**src/rtl/fir_input_loader.sv**
```systemverilog
`default_nettype none
// ============================================================================
// Module   : fir_input_loader
// Purpose  : Front end of the FIR filter. It decodes a byte-wide command
//            stream that arrives on an asynchronous strobe. The stream
//            produces coefficient-bank writes and a valid/ready sample stream
//            toward the filter core.
// Ports    : clk          - system clock
//            rst_n        - asynchronous active-low reset
//            ena          - design enable; low freezes command processing
//            in_data      - command/data byte from the pins
//            in_strobe    - byte strobe, asynchronous to clk
//            core_ready   - core can accept a sample
//            sample_out   - sample to the core
//            sample_valid - sample_out is valid
//            coef_bus     - coefficient bank, tap k at [k*COEF_W +: COEF_W]
//            coef_update  - one-cycle pulse after any bank change
//            busy         - FSM is not in IDLE
//            overrun      - sticky flag for a dropped byte
// Revision : 1.0 - initial release
// ============================================================================
module fir_input_loader #(
    parameter int TAPS   = 4,   // power of 2, at most 4 (index lives in cmd[1:0])
    parameter int COEF_W = 8,
    parameter int DATA_W = 8    // pin byte width; opcode decode needs >= 8
) (
    input  logic                     clk,
    input  logic                     rst_n,
    input  logic                     ena,
    input  logic [DATA_W-1:0]        in_data,
    input  logic                     in_strobe,
    input  logic                     core_ready,
    output logic [DATA_W-1:0]        sample_out,
    output logic                     sample_valid,
    output logic [TAPS*COEF_W-1:0]   coef_bus,
    output logic                     coef_update,
    output logic                     busy,
    output logic                     overrun
);

    localparam int IDX_W = (TAPS > 1) ? $clog2(TAPS) : 1;

    localparam logic [1:0] S_IDLE        = 2'd0;
    localparam logic [1:0] S_WAIT_COEF   = 2'd1;
    localparam logic [1:0] S_WAIT_SAMPLE = 2'd2;
    localparam logic [1:0] S_HOLD        = 2'd3;

    localparam logic [1:0] OP_LOAD_COEF  = 2'b01;
    localparam logic [1:0] OP_SAMPLE     = 2'b10;
    localparam logic [1:0] OP_CLEAR      = 2'b11;

    logic [1:0]             r_state;
    logic [1:0]             w_state_next;
    logic                   r_s1;
    logic                   r_s2;
    logic                   r_s3;
    logic [IDX_W-1:0]       r_idx;
    logic [TAPS*COEF_W-1:0] r_coef_bus;
    logic                   r_coef_update;
    logic [DATA_W-1:0]      r_sample_out;
    logic                   r_sample_valid;
    logic                   r_overrun;

    logic                   w_take;
    logic [1:0]             w_op;
    logic                   w_handshake;
    logic                   w_busy;
    logic                   w_clear;
    logic                   w_load_idx;
    logic                   w_coef_wr;
    logic                   w_smp_wr;
    logic                   w_drop;

    // Two-flop synchronizer plus one delay flop for rising-edge detection.
    // These flops run regardless of ena. A strobe that was already high when
    // ena rises has therefore been consumed and does not produce a late edge.
    always_ff @(posedge clk or negedge rst_n) begin
        if (!rst_n) begin
            r_s1 <= 1'b0;
            r_s2 <= 1'b0;
            r_s3 <= 1'b0;
        end else begin
            r_s1 <= in_strobe;
            r_s2 <= r_s1;
            r_s3 <= r_s2;
        end
    end

    // The host keeps in_data stable well past the accepting edge. The byte
    // can therefore be taken straight from the pins without its own capture
    // register.
    assign w_take      = r_s2 & ~r_s3 & ena;
    assign w_op        = in_data[7:6];
    assign w_handshake = ena & r_sample_valid & core_ready;

    // ---------------- FSM: state register ----------------
    always_ff @(posedge clk or negedge rst_n) begin
        if (!rst_n) begin
            r_state <= S_IDLE;
        end else begin
            r_state <= w_state_next;
        end
    end

    // ---------------- FSM: next-state logic ----------------
    always_comb begin
        w_state_next = r_state;
        case (r_state)
            S_IDLE: begin
                if (w_take) begin
                    if (w_op == OP_LOAD_COEF) begin
                        w_state_next = S_WAIT_COEF;
                    end else if (w_op == OP_SAMPLE) begin
                        w_state_next = S_WAIT_SAMPLE;
                    end
                end
            end
            S_WAIT_COEF: begin
                if (w_take) begin
                    w_state_next = S_IDLE;
                end
            end
            S_WAIT_SAMPLE: begin
                if (w_take) begin
                    w_state_next = S_HOLD;
                end
            end
            S_HOLD: begin
                // A byte that arrives with the handshake is dropped. The
                // completed transfer still returns the FSM to IDLE.
                if (w_handshake) begin
                    w_state_next = S_IDLE;
                end
            end
            default: w_state_next = S_IDLE;
        endcase
    end

    // ---------------- FSM: output decode ----------------
    always_comb begin
        w_busy     = (r_state != S_IDLE);
        w_clear    = 1'b0;
        w_load_idx = 1'b0;
        w_coef_wr  = 1'b0;
        w_smp_wr   = 1'b0;
        w_drop     = 1'b0;
        case (r_state)
            S_IDLE: begin
                w_clear    = w_take & (w_op == OP_CLEAR);
                w_load_idx = w_take & (w_op == OP_LOAD_COEF);
            end
            S_WAIT_COEF:   w_coef_wr = w_take;
            S_WAIT_SAMPLE: w_smp_wr  = w_take;
            S_HOLD:        w_drop    = w_take;
            default: ;
        endcase
    end

    // ---------------- Datapath registers ----------------
    always_ff @(posedge clk or negedge rst_n) begin
        if (!rst_n) begin
            r_idx          <= '0;
            r_coef_bus     <= '0;
            r_coef_update  <= 1'b0;
            r_sample_out   <= '0;
            r_sample_valid <= 1'b0;
            r_overrun      <= 1'b0;
        end else begin
            // CLEAR pulses coef_update even when the bank is already zero.
            r_coef_update <= w_clear | w_coef_wr;

            if (w_load_idx) begin
                r_idx <= in_data[IDX_W-1:0];
            end

            for (int k = 0; k < TAPS; k++) begin
                if (w_clear) begin
                    r_coef_bus[k*COEF_W +: COEF_W] <= '0;
                end else if (w_coef_wr && (r_idx == IDX_W'(k))) begin
                    r_coef_bus[k*COEF_W +: COEF_W] <= COEF_W'(in_data);
                end
            end

            if (w_clear) begin
                r_overrun <= 1'b0;
            end else if (w_drop) begin
                r_overrun <= 1'b1;
            end

            if (w_smp_wr) begin
                r_sample_out   <= in_data;
                r_sample_valid <= 1'b1;
            end else if ((r_state == S_HOLD) && w_handshake) begin
                r_sample_valid <= 1'b0;
            end
        end
    end

    assign sample_out   = r_sample_out;
    assign sample_valid = r_sample_valid;
    assign coef_bus     = r_coef_bus;
    assign coef_update  = r_coef_update;
    assign busy         = w_busy;
    assign overrun      = r_overrun;

endmodule
`default_nettype wire

```
**config.mk**
```make
export PLATFORM = sky130hd
export DESIGN_NAME = fir_input_loader
export DESIGN_NICKNAME = d
export VERILOG_FILES = /design/src/rtl/fir_input_loader.sv
export SDC_FILE = /design/constraint.sdc
export NUM_CORES = 1
export LEC_CHECK = 0
export BUFFER_PORTS_ARGS = -buffer_cell sky130_fd_sc_hd__buf_2
export CAP_MARGIN = 30
export CORE_ASPECT_RATIO = 1.25
export CORE_UTILIZATION = 40
export CTS_CLUSTER_DIAMETER = 120
export DETAILED_ROUTE_END_ITERATION = 8
export PLACE_DENSITY = 0.73
export SYNTH_ARGS = -nofsm -noshare
export SYNTH_HDL_FRONTEND = slang
export SYNTH_SLANG_ARGS = --single-unit
```
**constraint.sdc**
```tcl
create_clock -name clk -period 3.64 [get_ports clk]
set_clock_uncertainty 0.05 [all_clocks]
set_input_delay 0.364 -clock clk [delete_from_list [all_inputs] [get_ports clk]]
set_output_delay 0.364 -clock clk [all_outputs]
set_load 0.02 [all_outputs]
```
==> metrics.txt <==
die area=5890 um2; Num Clock Sinks=50; Congestion Overflow GR=0; Detailed Place HPWL=3640 um; layout net count=273; worst setup path category=register to register; Post-CTS Resized=0; starting density of the core=0.413; Cell Chain, Critical Path=and3b_4 -> and3_1 -> buf_8 -> a21oi_1; R2R Path Start=r_s3$_DFF_PN0_; CP max-delay cell=and3_1; Critical Path Start Type=register; layout cells sized above 1=0.298; Synth Register Bits=50; clock-pin slew on the worst setup and hold paths=about 0.080 ns; flop-to-flop setup slack=1.56 ns; synth warn=0; GRT Total Usage=0.195; Leakage=1.23 nW; HP Class=primary input to register; Clock Tree Buf Depth=2; final hold vios=0; largest net degree at the start of global routing=41; Final Instance Area=about 2600 um2; GP Congestion=approximately 0.80; vias in the first global route=1748; ant diodes=0; post-route ant nets=0; hold path startpoint=in_strobe; antenna violations before repair=0; port bufs=56; WHS Endpoint=r_s1$_DFF_PN0_; Syn Inst Count=214; FF/Latch Area=about 1300 um2; most frequent cells in the layout=56 x buf_2, 50 x dfrtp_1, 35 x a21oi_1, 33 x nand4_1, 28 x o21ai_0; vias per cell=5.58; hold_ws=0.120 ns; Max Slew Vio Count=0; post-layout min period=2.08 ns; Worst R2R End=coef_bus[11]$_DFFE_PN0P_; Worst Tran Pin Value=0.633 ns; CP Capture Type=register; WL final=5270 um; clk_lat worst skew=0.30 ns; worst hold stages=1; cts bufs inserted=5; Die Ht=85.5 um; Die Wd=68.8 um; register area share after synthesis=0.560; TritonCTS clock tree=built; drt initial violations=120; required time of the critical path=between 3 and 4 ns; Rel. slew slack=0.578; num ports=57; Final period util=0.571; fmax=between 400 and 500 MHz; Syn Nets=229; DR pass1 iterations=4; Largest stage delay, worst path=about 0.62 ns; most common cell after layout, fill and taps aside=buf_2; Post-route DRC=0; unrepaired setup endpoints after global routing=no; Final Power=0.00181 W; power per standard cell area=697 nW/um2; setup violators final=0; htree depth=2; Crit path arrival time=approximately 2.2 ns; status=finished, final reports clean; synth unique cells=30; synthesized cell area=2230 um2; synthesized area per cell=10.4 um2; site row count=30; VDD IR-drop max=383 uV; root buffer cell=clkbuf_8; Max Cap Violations=0; WL per Instance=16.4 um; Core Region=5410 um2; Worst Reg2Reg Path Length in Cells=4; area grow syn2layout=16.6%; final setup TNS=0 ns; dpl cell area=~2500 um2; Fillers=529; Vias=~1800; final cell count without fillers=322; placed insts=314; Worst Path Max Fanout=40; Multi-input gate area=851 um2; first-pass GRT wire length=approximately 8600 um
[power breakdown]
group	switching [W]	internal, W	total [W]	leakage, nW
clock network	0.000177	0.000129	0.000306	0.0438
logic	0.000446	0.000232	0.000678	0.534
registers	0.000116	0.000714	0.000830	0.655
total	0.000739	0.00108	0.00181	1.23
[cell type report]
class / count / area share
clock buffer: 5 / 0.0264
sequential: 50 / 0.480
clock inverter: 2 / 0.00384
multi-input combinational: 138 / 0.327
tap: 64 / 0.0307
timing repair buffer: 60 / 0.128
inverter: 3 / 0.00432
[cells by family (layout without fill, tap and decap cells)]
kind of cell             count (synthesis)  after routing  share of synthesized area
AO/OA/AOI/OAI                           70             70                      0.161
multiplexers                            10             10                     0.0504
AND/OR/NAND/NOR                         56             56                      0.159
adder cells (fa/ha/maj)                  2              2                     0.0112
flip-flops                              50             50                      0.560
buffers and inverters                   26             70                     0.0588
[worst max-delay path, delay by kind of cell, from the launching register on]
kind	cells	cell delay (ns)
and+or+nand+nor	2	1.21
DFF	1	0.38
buffers and inverters	1	0.25
AOI/OAI and AO/OA	1	0.07
[repair_timing]
item	CTS	global route
hold buffers	1	0
endpoints found under the hold margin	18	0
setup buffers	0	0
[per-layer routing]
metal	wire [um]	up-vias	global-route usage
li1	-	870	-
met1	2320	861	0.283
met2	2570	59	0.289
met3	284	8	0.0399
met4	85	0	0.0649
met5	0	-	0
[flip-flops by register name, indices dropped and copies added (netlist names)]
signal,count
coef_bus,32
sample_valid,1
r_state,2
r_s2,1
r_s1,1
r_s3,1
r_idx,2
sample_out,8
overrun,1
coef_update,1
[how the worst max path moves through the flow]
stage,from,endpoint,slack (ns),depth (start not counted)
final,r_s3$_DFF_PN0_,coef_bus[11]$_DFFE_PN0P_,1.56,4
after global routing,r_s3$_DFF_PN0_,coef_bus[11]$_DFFE_PN0P_,1.46,4
after CTS,r_s3$_DFF_PN0_,coef_bus[11]$_DFFE_PN0P_,1.59,4
after detailed placement,ena,coef_bus[11]$_DFFE_PN0P_,1.57,5
after global placement,ena,overrun$_DFFE_PN0P_,1.35,4
after floorplan,r_state[1]$_DFFE_PN0P_,coef_bus[11]$_DFFE_PN0P_,2.24,5
[Yosys cell counts, drive strengths merged]
| cell type | instances | area [um2] |
|---|---|---|
| o21ba | 1 | 10.0 |
| o21ai | 32 | 160 |
| or3 | 1 | 6.26 |
| nand4 | 33 | 206 |
| nand2 | 3 | 11.3 |
| o211ai | 1 | 7.51 |
| clkbuf | 2 | 7.51 |
| ha | 2 | 25.0 |
| and3 | 1 | 6.26 |
| dfrtp | 50 | 1250 |
| and2 | 2 | 12.5 |
| nand3 | 2 | 10.0 |
| nor2b | 3 | 18.8 |
| a21oi | 35 | 175 |
| a31oi | 1 | 6.26 |
| nor2 | 4 | 15.0 |
| nand3b | 2 | 18.8 |
| or3b | 2 | 17.5 |
| and3b | 1 | 12.5 |
| or4b | 1 | 10.0 |
| nand4b | 1 | 8.76 |
| inv | 3 | 11.3 |
| mux2 | 10 | 113 |
| buf | 21 | 113 |
[stage by stage]
step	utilization	setup WS, ns
floorplan	-	2.24
global placement	0.459	1.35
detailed placement	0.466	1.57
CTS	0.482	1.59
global route	0.482	1.46
finish	0.482	1.56
(Power assumes the default switching activity.)
